[src/rtl/sort10_batcher_if.sv]
// Handshake bundle between a sample producer, the sort10_batcher and the merge stage.
// slave is the batcher side, master the producer/consumer side.
interface sort10_batcher_if #(
  parameter int WIDTH = 16
);
  logic                   in_valid;
  logic                   in_ready;
  logic [WIDTH-1:0]       in_data;
  logic                   in_last;
  logic                   out_valid;
  logic                   out_ready;
  logic [9:0][WIDTH-1:0]  out_data;
  logic [9:0][3:0]        out_id;
  logic [3:0]             out_count;
  logic [0:0]             state;

  // valid/ready: a transfer happens on a rising edge where both are high; the
  // sender holds its payload stable while valid is high and ready is low, and
  // neither ready nor valid out of the batcher depends combinationally on inputs.
  modport slave (
    input  in_valid, in_data, in_last, out_ready,
    output in_ready, out_valid, out_data, out_id, out_count, state
  );

  modport master (
    output in_valid, in_data, in_last, out_ready,
    input  in_ready, out_valid, out_data, out_id, out_count, state
  );
endinterface

[src/rtl/sort10_batcher.sv]
// Collects up to ten samples by stable insertion into a sorted register array and
// presents the batch in parallel with arrival ids; short batches are padded.
module sort10_batcher #(
  parameter int               WIDTH   = 16,
  parameter logic [WIDTH-1:0] PAD_VAL = {WIDTH{1'b1}}
) (
  input logic             clk,
  input logic             rst,
  sort10_batcher_if.slave bus
);
  localparam logic [0:0] ST_FILL = 1'b0;
  localparam logic [0:0] ST_FULL = 1'b1;
  localparam logic [3:0] PAD_ID  = 4'hF;

  logic [0:0]            state;
  logic [3:0]            n;
  logic [3:0]            count;
  logic [9:0][WIDTH-1:0] data_q;
  logic [9:0][3:0]       id_q;

  logic [9:0]            le;
  logic [9:0]            le_prev;
  logic [9:0][WIDTH-1:0] data_up;
  logic [9:0][3:0]       id_up;
  logic [9:0][WIDTH-1:0] data_nxt;
  logic [9:0][3:0]       id_nxt;
  logic                  accept;
  logic [3:0]            n_inc;
  logic                  go_full;

  assign accept  = bus.in_valid && (state == ST_FILL);
  assign n_inc   = n + 4'd1;
  assign go_full = accept && ((n_inc == 4'd10) || bus.in_last);

  // Held entries are sorted, so le is a prefix mask; the insert slot is the
  // first clear bit. Gating with the fill count keeps real samples equal to
  // PAD_VAL ahead of the pad slots.
  always_comb begin
    le = '0;
    for (int i = 0; i < 10; i++) begin
      le[i] = (i < int'(n)) && (data_q[i] <= bus.in_data);
    end
  end

  assign le_prev = {le[8:0], 1'b1};
  assign data_up = {data_q[8:0], PAD_VAL};
  assign id_up   = {id_q[8:0], PAD_ID};

  always_comb begin
    data_nxt = data_q;
    id_nxt   = id_q;
    for (int i = 0; i < 10; i++) begin
      if (le[i]) begin
        data_nxt[i] = data_q[i];
        id_nxt[i]   = id_q[i];
      end else if (le_prev[i]) begin
        data_nxt[i] = bus.in_data;
        id_nxt[i]   = n;
      end else if (i <= int'(n)) begin
        data_nxt[i] = data_up[i];
        id_nxt[i]   = id_up[i];
      end
    end
  end

  always_ff @(posedge clk) begin
    if (rst) begin
      state  <= ST_FILL;
      n      <= 4'd0;
      count  <= 4'd0;
      data_q <= {10{PAD_VAL}};
      id_q   <= {10{PAD_ID}};
    end else begin
      case (state)
        ST_FILL: begin
          if (accept) begin
            data_q <= data_nxt;
            id_q   <= id_nxt;
            n      <= n_inc;
            if (go_full) begin
              state <= ST_FULL;
              count <= n_inc;
            end
          end
        end
        ST_FULL: begin
          if (bus.out_ready) begin
            state  <= ST_FILL;
            n      <= 4'd0;
            count  <= 4'd0;
            data_q <= {10{PAD_VAL}};
            id_q   <= {10{PAD_ID}};
          end
        end
        default: state <= ST_FILL;
      endcase
    end
  end

  assign bus.in_ready  = (state == ST_FILL);
  assign bus.out_valid = (state == ST_FULL);
  assign bus.out_data  = data_q;
  assign bus.out_id    = id_q;
  assign bus.out_count = count;
  assign bus.state     = state;
endmodule
[src/flat_wrapper.sv]
// flat-port wrapper written by rule: the top's interface ports become plain ports
module sort10_batcher_flat 
#(
  parameter int               WIDTH   = 16,
  parameter logic [WIDTH-1:0] PAD_VAL = {WIDTH{1'b1}}
)
  (clk, rst, bus_in_valid, bus_in_data, bus_in_last, bus_out_ready, bus_in_ready, bus_out_valid, bus_out_data, bus_out_id, bus_out_count, bus_state);
  sort10_batcher_if #(.WIDTH(WIDTH)) bus_i ();
  input logic clk;
  input logic rst;
  input wire logic [$bits(bus_i.in_valid)-1:0] bus_in_valid;
  input wire logic [$bits(bus_i.in_data)-1:0] bus_in_data;
  input wire logic [$bits(bus_i.in_last)-1:0] bus_in_last;
  input wire logic [$bits(bus_i.out_ready)-1:0] bus_out_ready;
  output wire logic [$bits(bus_i.in_ready)-1:0] bus_in_ready;
  output wire logic [$bits(bus_i.out_valid)-1:0] bus_out_valid;
  output wire logic [$bits(bus_i.out_data)-1:0] bus_out_data;
  output wire logic [$bits(bus_i.out_id)-1:0] bus_out_id;
  output wire logic [$bits(bus_i.out_count)-1:0] bus_out_count;
  output wire logic [$bits(bus_i.state)-1:0] bus_state;
  assign bus_i.in_valid = bus_in_valid;
  assign bus_i.in_data = bus_in_data;
  assign bus_i.in_last = bus_in_last;
  assign bus_i.out_ready = bus_out_ready;
  assign bus_in_ready = bus_i.in_ready;
  assign bus_out_valid = bus_i.out_valid;
  assign bus_out_data = bus_i.out_data;
  assign bus_out_id = bus_i.out_id;
  assign bus_out_count = bus_i.out_count;
  assign bus_state = bus_i.state;
  sort10_batcher #(.WIDTH(WIDTH), .PAD_VAL(PAD_VAL)) u_core (.clk(clk), .rst(rst), .bus(bus_i));
endmodule
[config.mk]
export PLATFORM = sky130hd
export DESIGN_NAME = sort10_batcher_flat
export DESIGN_NICKNAME = d
export VERILOG_FILES = /design/src/rtl/sort10_batcher_if.sv /design/src/rtl/sort10_batcher.sv /design/src/flat_wrapper.sv
export SDC_FILE = /design/constraint.sdc
export NUM_CORES = 1
export LEC_CHECK = 0
export ABC_AREA = 1
export CORE_MARGIN = 8
export CORE_UTILIZATION = 45
export DETAILED_ROUTE_END_ITERATION = 16
export PLACE_DENSITY = 0.81
export SLEW_MARGIN = 20
export SYNTH_ARGS = -nofsm -noshare
export SYNTH_HDL_FRONTEND = slang
export SYNTH_SLANG_ARGS = --single-unit
export TNS_END_PERCENT = 50
[constraint.sdc]
create_clock -name clk -period 3.86 [get_ports clk]
set_clock_uncertainty 0.15 [all_clocks]
set_input_delay 0.579 -clock clk [delete_from_list [all_inputs] [get_ports clk]]
set_output_delay 0.579 -clock clk [all_outputs]
set_load 0.05 [all_outputs]
==> results.md <==
- Share of layout cells above drive strength 1: under 10%
- Reg-to-reg startpoint: u_core.n[0]$_SDFFE_PP0P_
- Area grow syn2layout: 24.1%
- Worst path required time: slightly above 4 ns
- Worst setup SP type: primary input
- Slack of the worst reg-to-reg path: 1.00 ns
- Hold Vio Cnt, Final: 0
- Placed instance area: approximately 0.017 sq mm
- Tmin final: 3.35 ns
- First-pass DRT Iterations: 8
- Number of setup buffers added after CTS: 0
- Endpoint class of the critical path: flip-flop
- Post-route cell area: roughly 0.018 sq mm
- Post-synth ARST share: 0%
- Pleak: 9.01 nW
- CP top delay family: buffers and inverters
- Congestion Overflow GR: 0
- TritonCTS Buffers: 25
- Die extent in y: 196 um
- Die ar.: roughly 0.038 sq mm
- Ant. Diodes: 0
- Initial Utilization: 45.9%
- Final period util: 86.8%
- CTS Root Buffer Type: clkbuf_16
- GP Congestion: slightly below 1
- RSZ-0062 raised after global routing: no
- Worst VDD drop: 0.000311 V
- Total GRT Usage: 30.8%
- Post-route DRC: 0
- Final setup vio count: 0
- Status: complete, no violations
- Slew headroom: around 45%
- Ys Warns: 0
- EDFF count, synth: 0
- Total chip power: about 7 mW
- Largest net degree at the start of global routing: 129
- Final HPWL from detailed placement: 44.5 mm
- FF-to-FF End: u_core.bus.out_data[146]$_SDFFE_PP1P_
- Max-Cap Viols: 0
- Predominant post-synthesis flop cell: dfxtp_1
- Clock-pin slew on the worst setup and hold paths: around 0.060 ns
- Routed vias/inst: 6.01
- WL/cell: 22.3 um
- Buffers on Ports: 227
- Antenna viol nets, final: 0
- Fin. max-slew vios: 0
- DP Cell Count: 2753
- Cts hold-fix bufs: 0
- CTS tree: built
- Longest Clk Path Bufs: 3
- Mapped Avg Cell Area: 6.60 sq um
- Ranking of synthesized cells by area: dfxtp_1 29%, nand3_1 18%, nand2_1 17%
- Initial antenna violation count: 1
- Cts repair resizes: 0
- Post-synth top cells: 673 x nand2_1, 532 x nand3_1, 209 x dfxtp_1, 164 x ha_1, 105 x a21oi_1
- Slowest cell on the critical path: inv_1
- Count leader, synth: nand2_1
- Clock Latency Late Sink: about 0.54 ns
- Routed WL: 62.3 mm
- PwrDens: 383 mW/mm^2
- WP buf/inv: 3
- Worst path cell trace: clkdlybuf4s50_1 > inv_1 > ha_1 > a21o_1 > nor2_1 > nand2_1 > nand2_1 > nand2_1 > nand2_1 > buf_4 > a21oi_1 > nand2_2 > nand2_4 > nand2_1 > nand3_1
- Measured slew at the worst slew-check pin: 0.830 ns
- Die X: 196 um
- WHS Path Cells: 2
- Worst EP arrival: 3.60 ns
- # fillers: ~3000
- Critical path class: primary input to flip-flop
- CP Max Fanout: 22
- FF+latch count, synth: 209
- First-pass GRT wire length: 92.5 mm
- Cell taking the most area after synthesis: dfxtp_1
- R2r worst-path depth: 8
- Syn Inst Count: roughly 2200
- Sequential cell area fraction in the yosys report: 28.8%
- CTS HTree Levels: 1
- Post-synth top area share: 28.8%
- Critical path's most frequent cell: nand2_1
- Final core area utilization: a little under three fifths
- Vias: approximately 17000
- # rows: 65
- Worst Hold Class: flip-flop to flip-flop
- Syn Std Cell Area: 0.0145 sq mm
- Io pins: 228
- Detailed Route Iter0 Violations: 2321
- Syn nets: 2382
- Final std cells w/o fill: approximately 2800
- CP max stage delay: 0.57 ns
- Setup_tns: 0 ns
- CORE AREA: 0.0316 sq mm
- Worst hold endpoint: u_core.bus.out_id[39]$_SDFFE_PP1P_
- Vias in the first global route: 15300
- Synth unique cells: 36
- CTS Sinks: about 210
- HP Start: u_core.bus.out_id[39]$_SDFFE_PP1P_
- Final nets: 2563
- FMAX: roughly 0.3 GHz
registers in the layout, indices dropped and copies added (netlist names):
register / flops
u_core.n: 4
u_core.bus.out_count: 4
u_core.bus.out_valid: 1
u_core.bus.out_id: 40
u_core.bus.out_data: 160
cell families (layout without fill, tap and decap cells):
| group | after synthesis | count (layout) | share of synthesized area (%) |
|---|---|---|---|
| xor gates and xnor gates | 1 | 1 | 0.190 |
| AOI/OAI and AO/OA | 216 | 216 | 8.06 |
| and+or+nand+nor | 1344 | 1344 | 40.5 |
| adders and majority gates | 164 | 164 | 14.1 |
| DFF | 209 | 209 | 28.8 |
| buffers and inverters | 263 | 462 | 8.26 |
power breakdown:
part           switching [mW]  total, mW  internal, mW
sequential              0.212       2.50          2.28
combinational            1.36       2.02         0.662
clock                    1.00       2.39          1.39
placed cells by master, fill, tap and decap left out, types with 4 or more instances in the layout:
| master | synthesis | final |
|---|---|---|
| o21bai_1 | 4 | 4 |
| o21ai_1 | 39 | 39 |
| nor3_1 | 5 | 5 |
| inv_2 | 7 | 7 |
| clkbuf_8 | 0 | 7 |
| nand4_1 | 13 | 13 |
| nand3_1 | 532 | 532 |
| ha_1 | 164 | 164 |
| buf_12 | 0 | 4 |
| o21ai_0 | 47 | 47 |
| nand2_1 | 673 | 672 |
| nand2_2 | 7 | 7 |
| dfxtp_1 | 209 | 209 |
| nor3_2 | 4 | 4 |
| a21oi_1 | 105 | 105 |
| clkinv_2 | 0 | 6 |
| inv_1 | 94 | 93 |
| nor2_1 | 96 | 96 |
| buf_4 | 13 | 84 |
| clkdlybuf4s50_1 | 0 | 227 |
| o21a_1 | 8 | 8 |
| a21oi_2 | 5 | 5 |
| clkbuf_16 | 0 | 25 |
| nand3_2 | 8 | 8 |
per-stage QoR:
stage,hold WS [ns],setup WS [ns]
2_1_floorplan,0.501,1.18
3_3_place_gp,0.310,0.168
3_5_place_dp,0.313,0.0941
4_1_cts,0.329,0.643
5_1_grt,0.339,0.371
6_report,0.329,0.511
worst max path at each step:
stage	start	end	slack [ns]	cells after the start
2_1_floorplan	bus_in_data[15]	u_core.bus.out_data[81]$_SDFFE_PP1P_	1.18	14
3_3_place_gp	bus_in_data[7]	u_core.bus.out_data[109]$_SDFFE_PP1P_	0.17	15
3_5_place_dp	bus_in_data[7]	u_core.bus.out_id[26]$_SDFFE_PP1P_	0.09	15
4_1_cts	bus_in_data[7]	u_core.bus.out_data[109]$_SDFFE_PP1P_	0.64	15
5_1_grt	bus_in_data[7]	u_core.bus.out_data[155]$_SDFFE_PP1P_	0.37	16
6_report	bus_in_data[7]	u_core.bus.out_data[109]$_SDFFE_PP1P_	0.51	15
worst min-delay path, delay by kind of cell, from the launching register on:
| family | cells | cell delay, ns |
|---|---|---|
| flops | 1 | 0.33 |
| simple gates | 2 | 0.12 |
per-layer routing:
metal | up-vias | GRT usage, % | part of all wire [%]
met5 | - | 0 | 0.027
met4 | 2 | 16.8 | 6.1
met3 | 219 | 6.36 | 13
met2 | 1102 | 46.6 | 42
met1 | 7773 | 40.5 | 39
li1 | 7730 | - | -
layout make-up:
| cell class | instances | area [sq um] | area share (%) |
|---|---|---|---|
| clock buffers | 35 | 733 | 4.07 |
| clock inverters | 10 | 83.8 | 0.465 |
| inverters | 102 | 388 | 2.15 |
| multi-input cells | 1725 | 9140 | 50.7 |
| repair buffers | 315 | 2980 | 16.6 |
| flip-flops and latches | 209 | 4180 | 23.2 |
| well taps | 402 | 503 | 2.79 |
No activity file was read; power rests on OpenSTA's default activity.
